===== config.mk =====
export PLATFORM = sky130hd
export DESIGN_NAME = fpga_rst_ctrl
export DESIGN_NICKNAME = d
export VERILOG_FILES = /design/src/rtl/fpga_rst_ctrl.sv
export SDC_FILE = /design/constraint.sdc
export NUM_CORES = 1
export LEC_CHECK = 0
export ABC_AREA = 1
export ABC_CLOCK_PERIOD_IN_PS = 3000
export CAP_MARGIN = 25
export CORE_MARGIN = 3
export CORE_UTILIZATION = 45
export DETAILED_ROUTE_END_ITERATION = 12
export PLACE_DENSITY = 0.67
export SLEW_MARGIN = 20
export SYNTH_ARGS = -nofsm -noshare
export SYNTH_HDL_FRONTEND = slang
export SYNTH_SLANG_ARGS = --single-unit

===== constraint.sdc =====
create_clock -name clk -period 3 [get_ports clk]
set_input_delay 0.3 -clock clk [delete_from_list [all_inputs] [get_ports clk]]
set_output_delay 0.3 -clock clk [all_outputs]
set_load 0.005 [all_outputs]

===== src/rtl/fpga_rst_ctrl.sv =====
// Reset sequencer for the Cortex-M3 subsystem: staged power-on release of
// por_rst_n then sys_rst_n, warm resets on sys_rst_n only, and a sticky cause register.
module fpga_rst_ctrl #(
    parameter int HOLD_CYCLES    = 16,
    parameter int STAGGER_CYCLES = 4,
    parameter int CNT_W          = 8
) (
    input  logic       clk,
    input  logic       rst_in,
    input  logic       sysresetreq,
    input  logic       wdog_rst_req,
    input  logic       lockup,
    input  logic       lockup_rst_en,
    input  logic       cause_clr,
    output logic       por_rst_n,
    output logic       sys_rst_n,
    output logic       rst_busy,
    output logic [3:0] rst_cause
);

    typedef enum logic [1:0] {
        POR_HOLD  = 2'd0,
        POR_STAG  = 2'd1,
        RUN       = 2'd2,
        WARM_HOLD = 2'd3
    } state_t;

    localparam logic [CNT_W-1:0] HOLD_LD = CNT_W'(HOLD_CYCLES - 1);
    localparam logic [CNT_W-1:0] STAG_LD = CNT_W'(STAGGER_CYCLES - 1);
    localparam logic [CNT_W-1:0] CNT_ONE = CNT_W'(1);

    state_t           state_q, state_d;
    logic [CNT_W-1:0] cnt_q, cnt_d;
    logic             por_q, por_d;
    logic             sys_q, sys_d;
    logic             busy_q, busy_d;
    logic [3:0]       cause_q, cause_d;

    logic       warm_req;
    logic [3:0] req_bits;
    logic [3:0] cause_set;

    assign req_bits  = {lockup & lockup_rst_en, wdog_rst_req, sysresetreq, 1'b0};
    assign warm_req  = |req_bits;

    always_comb begin
        state_d   = state_q;
        cnt_d     = cnt_q;
        por_d     = por_q;
        sys_d     = sys_q;
        busy_d    = busy_q;
        cause_set = '0;

        unique case (state_q)
            POR_HOLD: begin
                por_d  = 1'b0;
                sys_d  = 1'b0;
                busy_d = 1'b1;
                if (cnt_q == '0) begin
                    state_d = POR_STAG;
                    cnt_d   = STAG_LD;
                    por_d   = 1'b1;
                end else begin
                    cnt_d = cnt_q - CNT_ONE;
                end
            end
            POR_STAG: begin
                por_d  = 1'b1;
                sys_d  = 1'b0;
                busy_d = 1'b1;
                if (cnt_q == '0) begin
                    state_d = RUN;
                    sys_d   = 1'b1;
                    busy_d  = 1'b0;
                end else begin
                    cnt_d = cnt_q - CNT_ONE;
                end
            end
            RUN: begin
                if (warm_req) begin
                    state_d   = WARM_HOLD;
                    cnt_d     = HOLD_LD;
                    sys_d     = 1'b0;
                    busy_d    = 1'b1;
                    cause_set = req_bits;
                end
            end
            WARM_HOLD: begin
                cause_set = req_bits;
                // Any live request restarts the full hold window.
                if (warm_req) begin
                    cnt_d = HOLD_LD;
                end else if (cnt_q != '0) begin
                    cnt_d = cnt_q - CNT_ONE;
                end else begin
                    state_d = RUN;
                    sys_d   = 1'b1;
                    busy_d  = 1'b0;
                end
            end
            default: begin
                state_d = POR_HOLD;
                cnt_d   = HOLD_LD;
                por_d   = 1'b0;
                sys_d   = 1'b0;
                busy_d  = 1'b1;
            end
        endcase

        cause_d = (cause_clr ? 4'b0000 : cause_q) | cause_set;
    end

    always_ff @(posedge clk or posedge rst_in) begin
        if (rst_in) begin
            state_q <= POR_HOLD;
            cnt_q   <= HOLD_LD;
            por_q   <= 1'b0;
            sys_q   <= 1'b0;
            busy_q  <= 1'b1;
            cause_q <= 4'b0001;
        end else begin
            state_q <= state_d;
            cnt_q   <= cnt_d;
            por_q   <= por_d;
            sys_q   <= sys_d;
            busy_q  <= busy_d;
            cause_q <= cause_d;
        end
    end

    assign por_rst_n = por_q;
    assign sys_rst_n = sys_q;
    assign rst_busy  = busy_q;
    assign rst_cause = cause_q;

endmodule


==> flow_summary.toml <==
[place]
place_area_sq_um = 1064
dpl.cell_count = 150
dp_slack_ns = 1.385
io_buffers = 13
hpwl_microns = 1314
gp_congestion = 0.7866

[cells_and_area]
multi_input_area_sq_um = 390.4
utilization_pct = 59.86
stdcell_count = 154
regArea_sq_um = 432.9
drive_gt1_share_pct = 17.83
final_area_sq_um = 1090
syn_to_final_growth_pct = 19.32
antenna_cells = 0
final_cell_mix = "nand2_1 (28), inv_1 (19), clkdlybuf4s50_1 (13), nor2_1 (12), dfrtp_1 (11)"
nNetsFinal = 138
fillers = 174
final_common_cell = "nand2_1"

[run_status]
status = "complete, no violations"

[floorplan]
die-area_sq_um = 2606
core_area_sq_um = 1821
die_x_microns = 51.05
rows = 15
start_util_pct = 50.17
die_h_microns = 51.05
ios = 14

[sta]
rsz0062_at_grt = "false"
setup_viol = 0
finalMaxSlewViolations = 0
timing.fmax_mhz = 613.7
worst_hold_slack_ns = 0.3717
worstMarginPinSlew_ns = 0.6354
period_minus_slack_ns = 1.630
timing.final.crit_share_pct = 54.32
fin_setup_tns_ns = 0
hold_violations = 0
worst_slack_ns = 1.370
clock-skew-final_ns = 0.004195
slew_headroom_pct = 57.59

[clock_tree]
cts_buffer_depth = 2
cts_resized = 0
clk_latency_ns = 0.30
clk_pin_slew_ns = 0.10
cts_hold_buffers = 0
htreeDepth = 1
cts_setup_buffers = 0
cts-buffers-inserted = 3
cts_tree = "built"
clock_tree.root_cell = "clkbuf_4"
cts_num_sinks = 17

[drt]
ant_nets = 0
vias = 736
firstDrtPassIters = 4
avgViaCountPerCell = 4.779
drt_first_iter_violations = 22
drt-total-wl_microns = 1758
avgRoutedWirePerCell_microns = 11.42
drc = 0

[setup_path]
crit_type = "flip-flop to primary output"
worstPathCellList = "clkdlybuf4s50_1"
crit_path_max_fanout = 2
critPathSlowestCell = "dfstp_2"
cp.required_ns = 2.70
end_kind = "primary output"
cp.arrival_ns = 1.33
max_stage_delay_ns = 0.54
path_depth = 1
startpoint_type = "flip-flop"
cpLargestDelayFamily = "flip-flops"
cp_num_buf_inv = 1
r2r_cells = 9

[synth]
syn_avg_cell_area_sq_um = 8.083
synth_seq_cells = 17
ys.flop_type = "dfrtp_1"
synthTopCellsByArea = "dfrtp_1 (30%), dfstp_2 (17%), nand2_1 (12%)"
synth_edf_count = 0
synth_cell_types = 25
synthesis.area_sq_um = 913.4
synthArstFlopShare_pct = 100.0
yosys.area.top_type = "dfrtp_1"
synth_warnings = 0
syn_inst = 113
ys_seq_area_share_pct = 47.40
yosysTopAreaCellShare_pct = 30.14
syn_nets = 121

[global_routing]
grt_max_degree = 18
antenna_found_initial = 0
grt_pass1_wl_microns = 3174
grt_pass1_vias = 696
overflow = 0
grtUsageTotal_pct = 16.45

[power_and_ir_drop]
ir_drop_v = 0.0003202
p_leak_nw = 0.5313
p_per_area_nw_per_um2 = 369.9
total_power_mw = 0.4031

[flow_run]
maxCapViolCount = 0

[worst_hold_path]
min_path_type = "primary input to async pin"
cell type report:
cell class                 count  share of cell area (%)
multi-input combinational     74                   35.82
timing repair buffer          13                   11.94
clock buffer                   4                   2.411
tap                           25                   2.870
sequential                    17                   39.72
inverter                      21                   7.233
registers in the layout, indices dropped and copies added (netlist names):
signal	count
por_rst_n	1
rst_cause	4
rst_busy	1
cnt_q	8
sys_rst_n	1
state_q	2
cells in the mapped netlist, drive strengths merged (2+ instances only):
library cell / count
nand2: 31
inv: 21
nor2: 15
dfrtp: 11
a21oi: 7
o21ai: 7
dfstp: 6
nand3: 4
nand4: 2
nor3: 2
path summary, 6_finish.rpt:
| check | slack [ns] | to | start |
|---|---|---|---|
| worst max register to register | 1.44 | cnt_q[5] | cnt_q[0] |
| max in group asynchronous | 2.22 | por_rst_n | rst_in |
| worst min-delay path | 0.37 | rst_cause[1] | rst_in |
| worst min register to register | 0.44 | rst_cause[0] | rst_cause[0] |
| worst max-delay path | 1.37 | rst_busy | rst_busy |
| min in group clk | 0.44 | rst_cause[0] | rst_cause[0] |
per-layer routing:
layer	track usage (%)	up-vias	part of all wire, %
li1	-	386	-
met1	24.48	334	52
met2	22.96	11	43
met3	3.499	5	3.0
met4	6.726	0	2.0
met5	0	-	0
logic make-up after synthesis:
logic type	count (synthesis)	share of synthesized area [%]
and+or+nand+nor	54	27.40
buffers and inverters	22	9.863
AOI/OAI and AO/OA	17	12.06
DFF	17	47.40
xor gates and xnor gates	2	1.918
adders and majority gates	1	1.370
power by group:
| part | internal [mW] | leakage, nW | total, mW | switching [mW] |
|---|---|---|---|---|
| Combinational | 0.0197 | 0.324 | 0.0376 | 0.0178 |
| Clock | 0.0518 | 0.0150 | 0.126 | 0.0746 |
| Sequential | 0.236 | 0.192 | 0.239 | 0.00285 |
| Total | 0.308 | 0.531 | 0.403 | 0.0953 |
(Power assumes the default switching activity.)
